--- src/rtl/dec_scan_ctrl.sv ---
// dec_scan_ctrl: scan sequencer that drives the select code and enable of a dec3to8 decoder.
// The select index steps through NUM_DIG slots. Each slot lasts DIV clocks, and the index
// wraps continuously. frame_done pulses for one clock when the index wraps back to slot 0.
// Optional feature macro: SCAN_BLANK_EN. When it is defined, the first BLANK clocks of every
// slot keep the enable low, so that the select code only moves while the decoder is dark.
module dec_scan_ctrl #(
    parameter int DIV     = 1000,
    parameter int NUM_DIG = 8,
    parameter int BLANK   = 4,
    parameter int CNT_W   = 16
) (
    input  logic       clk,
    input  logic       rst,
    input  logic       run,
    output logic [2:0] sel,
    output logic       sel_en,
    output logic       frame_done
);

    // Reject parameter sets that would let cnt or sel leave their legal ranges.
    if ((DIV < BLANK + 1) || (DIV > (2 ** CNT_W) - 1) || (NUM_DIG < 1) || (NUM_DIG > 8)) begin : g_bad_cfg
        $error("dec_scan_ctrl: illegal DIV/BLANK/NUM_DIG/CNT_W combination");
    end

`ifdef SCAN_BLANK_EN
    typedef enum logic [1:0] {
        ST_IDLE  = 2'd0,
        ST_BLANK = 2'd1,
        ST_DRIVE = 2'd2
    } state_t;

    // Every slot opens dark.
    localparam state_t             SLOT_START = ST_BLANK;
    localparam logic [CNT_W-1:0]   BLANK_LAST = CNT_W'(BLANK - 1);
`else
    typedef enum logic [1:0] {
        ST_IDLE  = 2'd0,
        ST_DRIVE = 2'd2
    } state_t;

    // Without blanking, every slot is driven from its first clock.
    localparam state_t             SLOT_START = ST_DRIVE;
`endif

    localparam logic [CNT_W-1:0] CNT_LAST = CNT_W'(DIV - 1);
    localparam logic [2:0]       LAST_SEL = 3'(NUM_DIG - 1);

    state_t           state_r;
    state_t           state_nxt_s;
    logic [CNT_W-1:0] cnt_r;
    logic [CNT_W-1:0] cnt_nxt_s;
    logic [2:0]       sel_r;
    logic [2:0]       sel_nxt_s;
    logic             sel_en_r;
    logic             sel_en_nxt_s;
    logic             frame_done_r;
    logic             frame_done_nxt_s;

    // Next-state logic. run=0 overrides everything, including a slot end on the same clock.
    always_comb begin
        state_nxt_s      = state_r;
        cnt_nxt_s        = cnt_r;
        sel_nxt_s        = sel_r;
        frame_done_nxt_s = 1'b0;
        if (!run) begin
            state_nxt_s = ST_IDLE;
            cnt_nxt_s   = {CNT_W{1'b0}};
            sel_nxt_s   = 3'd0;
        end else begin
            case (state_r)
                ST_IDLE: begin
                    // A start from idle always begins at slot 0 and never reports a frame.
                    state_nxt_s = SLOT_START;
                    cnt_nxt_s   = {CNT_W{1'b0}};
                    sel_nxt_s   = 3'd0;
                end
`ifdef SCAN_BLANK_EN
                ST_BLANK: begin
                    // DIV > BLANK, so the blank window always ends before the slot does.
                    cnt_nxt_s = cnt_r + CNT_W'(1);
                    if (cnt_r == BLANK_LAST) begin
                        state_nxt_s = ST_DRIVE;
                    end else begin
                        state_nxt_s = ST_BLANK;
                    end
                end
`endif
                ST_DRIVE: begin
                    if (cnt_r == CNT_LAST) begin
                        state_nxt_s = SLOT_START;
                        cnt_nxt_s   = {CNT_W{1'b0}};
                        if (sel_r == LAST_SEL) begin
                            sel_nxt_s        = 3'd0;
                            frame_done_nxt_s = 1'b1;
                        end else begin
                            sel_nxt_s = sel_r + 3'd1;
                        end
                    end else begin
                        state_nxt_s = ST_DRIVE;
                        cnt_nxt_s   = cnt_r + CNT_W'(1);
                    end
                end
                default: begin
                    state_nxt_s = ST_IDLE;
                    cnt_nxt_s   = {CNT_W{1'b0}};
                    sel_nxt_s   = 3'd0;
                end
            endcase
        end
        // The enable is registered from the next state, so sel and sel_en move on the same edge.
        sel_en_nxt_s = (state_nxt_s == ST_DRIVE);
    end

    // State and output registers. An asynchronous reset parks the scanner in idle with outputs dark.
    always_ff @(posedge clk or posedge rst) begin
        if (rst) begin
            state_r      <= ST_IDLE;
            cnt_r        <= {CNT_W{1'b0}};
            sel_r        <= 3'd0;
            sel_en_r     <= 1'b0;
            frame_done_r <= 1'b0;
        end else begin
            state_r      <= state_nxt_s;
            cnt_r        <= cnt_nxt_s;
            sel_r        <= sel_nxt_s;
            sel_en_r     <= sel_en_nxt_s;
            frame_done_r <= frame_done_nxt_s;
        end
    end

    assign sel        = sel_r;
    assign sel_en     = sel_en_r;
    assign frame_done = frame_done_r;

endmodule

--- config.mk ---
export PLATFORM = sky130hd
export DESIGN_NAME = dec_scan_ctrl
export DESIGN_NICKNAME = d
export VERILOG_FILES = /design/src/rtl/dec_scan_ctrl.sv
export SDC_FILE = /design/constraint.sdc
export NUM_CORES = 1
export LEC_CHECK = 0
export BUFFER_PORTS_ARGS = -buffer_cell sky130_fd_sc_hd__buf_2
export CAP_MARGIN = 30
export CORE_MARGIN = 1
export CORE_UTILIZATION = 40
export DETAILED_ROUTE_END_ITERATION = 7
export GPL_TIMING_DRIVEN = 0
export PLACE_DENSITY_LB_ADDON = 0.08
export SKIP_LAST_GASP = 1
export SYNTH_ARGS = -nofsm -noshare
export SYNTH_HDL_FRONTEND = slang
export SYNTH_SLANG_ARGS = --single-unit
--- constraint.sdc ---
create_clock -name clk -period 4.2 [get_ports clk]
set_clock_uncertainty 0.2 [all_clocks]
set_input_delay 0.21 -clock clk [delete_from_list [all_inputs] [get_ports clk]]
set_output_delay 0.21 -clock clk [all_outputs]
set_load 0.005 [all_outputs]
Yosys cells after proc, flatten, opt, wreduce, memory -nomap -nowiden
Cells that the tools add are included.
Word-level totals
  bits in registers: 23
  latch bits: 0
  bits in writable memories: 0
  bits in read-only memories: 0
  input bits: 3
  output and inout bits: 5
  word-level logic and storage cells: 27
  memories: 0
Operators by class
  add/subtract/negate cells: 2
  multiply operators: 0
  div/mod/pow operators: 0
  order comparisons: 0
  equality and inequality tests: 5
  shifts and indexed selects: 0
  muxes and demuxes: 13
  bitwise operators: 0
  reduce and logical (&&, ||, !) cells: 2
Operators with widths (number)
  $mux W16: 3
  $add A16 B1 Y16 const B: 1
  $eq A16 B10 Y1 const B: 1
  $mux W3: 4
  $eq A2 B2 Y1 const B: 2
  $mux W1: 4
  $mux W2: 2
  $add A3 B1 Y3 const B: 1
  $eq A3 B3 Y1 const B: 1
  $ne A3 B3 Y1 const B: 1
  $logic_not A2 Y1: 1
  $reduce_or A2 Y1: 1

Longest topological paths before layout
  depth after elaboration: 5
  depth in mapped cells: 7

Least setup slack after synthesis
OpenSTA, ideal clock, no wires.
  kind: flip-flop to flip-flop
  from: reg cnt_r[10]
  to: reg cnt_r[10]
  arrival time: 1.726 ns
  required time: 3.881 ns
  path slack: 2.155 ns
  cell stages (with the launch flop): 7
  period minus slack after synthesis: 2.045 ns
  path through: dfrtp_1 -> or4_4 -> nor4_4 -> or2_1 -> buf_6 -> buf_8 -> nor2_1
On the way
  word-level cells in the longest chain between the ends: 4
  elaborated cells between the ends (all ways): 5
  those cells by class: add/sub (1); eq/ne (1); mux (3)
Ends and longest elaborated chain
  from (decl): RTL line 50  | logic [CNT_W-1:0] cnt_r;
  from (signal assigned): RTL line 118  | cnt_r <= {CNT_W{1'b0}};
  from (signal assigned): RTL line 124  | cnt_r <= cnt_nxt_s;
  $add A16 B1 Y16 or $eq A16 B10 Y1 (tied branches): RTL line 100, 89
  $mux W16 (*): RTL line 89  | if (cnt_r == CNT_LAST) begin
  $mux W16 (*): RTL line 70  | case (state_r)
  $mux W16 (*): RTL line 65  | if (!run) begin
  via cnt_nxt_s[10]: RTL line 51  | logic [CNT_W-1:0] cnt_nxt_s;
Mark *: on every way through the listed nets, which the timed path passes. The rest lies on a longest branch.
A chain may end at the register's enable or synchronous reset.

Worst setup path after layout
  from: reg cnt_r[4]
  to: reg cnt_r[11]
The elaborated chain is that of the path after synthesis.

==> results.txt <==
result of the run = complete, no violations
total leakage power = 0.482 nW
Worst Setup Start Kind = register
number of H-tree levels = 1
post-synthesis register bit count = 21
Power per Cell Area = 273 nW/um2
number of filler instances in the final layout = 234
Max Fclk = 0.449 GHz
Syn-to-layout area delta = 11.5%
overall die width = 52.8 um
area of placed instances = 1110 um2
final count of pins violating max slew = 0
count of clock tree sinks = 21
Crit Path Class = register to register
count of standard-cell rows = 18
Critical Path Fanout Max = 10
Post-Syn Area = 1030 um2
part of the Yosys area used for sequential elements = 0.508
depth of the most critical reg-to-reg path = 6
reg-to-reg critical path endpoint = cnt_r[11]$_DFF_PP0_
gate count after technology mapping = 100
clock-pin slew of the registers on the worst-case setup and hold paths = 0.11 ns
number of antenna violations at the first check in global routing = 0
setup repair after global routing missed its margin = false
Slew @ Worst Pin = 0.795 ns
Finished Cell Area = 1150 um2
destination of the worst hold path = cnt_r[0]$_DFF_PP0_
sum of overflow across all layers after global routing = 0
number of vias per cell after detailed routing = 5.26
Place WS = 1.98 ns
effective utilization at floorplan = 0.421
number of DRC violations after detailed routing = 0
warnings from Yosys = 0
worst reg-to-reg setup slack = 1.97 ns
Reg-to-Reg Start = cnt_r[4]$_DFF_PP0_
maximum resistive drop on vdd = 0.222 mV
library cell contributing the largest single delay on the critical path = sky130_fd_sc_hd__or4_4
first-pass iteration count of the detailed router = 5
maximum number of pins on one net before global-route repair = 22
Clk Tree Root Cell = sky130_fd_sc_hd__clkbuf_4
Mapped Nets = 106
post-layout minimum cycle time = 2.23 ns
vias in the first global route = 725
GP Congestion = 0.758
Antenna Diode Count = 0
Synth Area per Inst = 10.3 um2
proportion of layout cells with a drive suffix above 1 = 0.150
Critical Path Sink Type = register
number of input and output port buffers inserted = 7
number of DRC markers after the initial detailed-route iteration = 20
nets = 120
Critical Path RT = 4.20 ns
Final Hold Vio Count = 0
Rel. slew slack = 0.469
biggest cell delay along the critical path = 0.52 ns
kind of cell with the highest combined delay on the critical path = simple AND/OR/NAND/NOR gates
hold_sp = cnt_r[0]$_DFF_PP0_
floorplan die height = 52.8 um
Bufs on Longest Clock Path = 2
routed wire length = 1930 um
aggregate negative setup slack = 0 ns
I/O pin cnt = 8
cells along the critical path = or4_4 -> nor4_4 -> or2_1 -> buf_6 -> buf_8 -> nor2_1
Antenna Nets Post-Route = 0
crit share post-route = 0.530
Post-CTS Resized = 0
vias after detailed routing = 752
Total GRT Usage = 0.172
placeable core region = 2450 um2
Tightest Hold Check Type = register to register
Max-Cap Viols = 0
worst hold stages = 1
area of the die = 2790 um2
Final Worst Setup Slack = 1.97 ns
Synth cell types = 25
detailed-placement wirelength estimate = 1380 um
clock latency on the worst-skew pair = 0.30 ns
critical path buffer and inverter count = 2
global-route wire length before repair = 3350 um
TritonCTS clock tree = yes
setup violation total in the final timing report = 0
cts bufs inserted = 3
drt wl/cell = 13.5 um
arrival time of data at the critical path endpoint = 2.23 ns
-- cells in the final DEF, fill, tap and decap left out --
cell type                       Yosys  layout
sky130_fd_sc_hd__or2_2              2       2
sky130_fd_sc_hd__buf_8              1       1
sky130_fd_sc_hd__nand3_1            4       4
sky130_fd_sc_hd__ha_1               3       3
sky130_fd_sc_hd__mux2i_1            3       3
sky130_fd_sc_hd__inv_1              4       4
sky130_fd_sc_hd__nand4_1            6       6
sky130_fd_sc_hd__or3_1              1       1
sky130_fd_sc_hd__dfrtp_1           21      21
sky130_fd_sc_hd__xor2_1             5       5
sky130_fd_sc_hd__nor2_1            19      19
sky130_fd_sc_hd__nor3_1             4       4
sky130_fd_sc_hd__buf_2              0       7
sky130_fd_sc_hd__a21oi_1            2       2
sky130_fd_sc_hd__clkbuf_4           0       3
sky130_fd_sc_hd__buf_6              1       1
sky130_fd_sc_hd__nor4_4             1       1
sky130_fd_sc_hd__dlygate4sd3_1      0       2
sky130_fd_sc_hd__xnor2_1            7       7
sky130_fd_sc_hd__and4_1             2       2
sky130_fd_sc_hd__or2_1              1       1
sky130_fd_sc_hd__nor4_1             2       2
sky130_fd_sc_hd__or4_4              1       1
sky130_fd_sc_hd__nand2_1            6       6
sky130_fd_sc_hd__a31o_2             1       1
sky130_fd_sc_hd__o21ai_0            1       1
sky130_fd_sc_hd__clkbuf_1           1       2
sky130_fd_sc_hd__or4_1              1       1
-- logic make-up after synthesis --
group,synth area share
DFF,0.508
xor gates and xnor gates,0.102
buffers and inverters,0.0436
AOI/OAI and AO/OA,0.0230
adders and majority gates,0.0363
muxes,0.0291
and+or+nand+nor,0.258
-- worst max path at each step --
stage                          end  slack (ns)                start  cells after the start
2_1_floorplan  cnt_r[10]$_DFF_PP0_        2.15  cnt_r[10]$_DFF_PP0_                      6
3_3_place_gp    cnt_r[7]$_DFF_PP0_        1.99   cnt_r[4]$_DFF_PP0_                      6
3_5_place_dp   cnt_r[11]$_DFF_PP0_        1.98  cnt_r[10]$_DFF_PP0_                      6
4_1_cts        cnt_r[11]$_DFF_PP0_        1.95  cnt_r[10]$_DFF_PP0_                      6
5_1_grt        cnt_r[11]$_DFF_PP0_        1.87  cnt_r[11]$_DFF_PP0_                      6
6_report       cnt_r[11]$_DFF_PP0_        1.97   cnt_r[4]$_DFF_PP0_                      6
-- layer usage --
layer,wire length [um],global-route usage,vias to the layer above
met5,0,0,-
met4,23,0.0526,0
met3,50,0.0522,4
met2,894,0.257,7
met1,965,0.235,374
li1,-,-,367
-- per-stage QoR --
step / instances / hold slack (ns) / total power [mW] / utilization
2_1_floorplan: 100 / -0.0135 / 0.217 / -
3_3_place_gp: 137 / 0.140 / 0.221 / 0.451
3_5_place_dp: 137 / 0.145 / 0.222 / 0.451
4_1_cts: 143 / 0.267 / 0.320 / 0.469
5_1_grt: 143 / 0.289 / 0.329 / 0.469
6_report: 143 / 0.265 / 0.314 / 0.469
-- power breakdown --
part           switching, mW  internal (mW)  leakage, nW
registers           0.000938          0.203        0.290
logic                0.00869        0.00546        0.177
clock network         0.0588         0.0370       0.0150
-- registers in the layout, indices dropped and copies added, names as in the netlist --
name        flops
sel             3
cnt_r          16
sel_en          1
frame_done      1
-- layout make-up --
class,instances,area [um2],share of cell area
flip-flops and latches,21,526,0.456
multi-input cells,72,463,0.402
repair buffers,9,55.1,0.0478
well taps,30,37.5,0.0326
plain buffers,3,30.0,0.0261
clock buffers,4,26.3,0.0228
inverters,4,15.0,0.0130
-- what timing repair did --
action | CTS | global route
setup buffers | 0 | 0
hold endpoints to repair | 22 | 0
hold buffers | 2 | 0
-- cell usage after synthesis, drive strengths merged --
| library cell | number | area, um2 |
|---|---|---|
| buf | 2 | 26.3 |
| inv | 4 | 15.0 |
| xnor2 | 7 | 61.3 |
| nor2 | 19 | 71.3 |
| or3 | 1 | 6.26 |
| mux2i | 3 | 30.0 |
| o21ai | 1 | 5.00 |
| nor4 | 3 | 33.8 |
| clkbuf | 1 | 3.75 |
| nand2 | 6 | 22.5 |
| a21oi | 2 | 10.0 |
| and4 | 2 | 17.5 |
| dfrtp | 21 | 526 |
| nand4 | 6 | 37.5 |
| nor3 | 4 | 20.0 |
| a31o | 1 | 8.76 |
| ha | 3 | 37.5 |
| or4 | 2 | 18.8 |
| or2 | 3 | 18.8 |
| xor2 | 5 | 43.8 |
| nand3 | 4 | 20.0 |
Note: power is estimated with default switching activity, not from simulation.
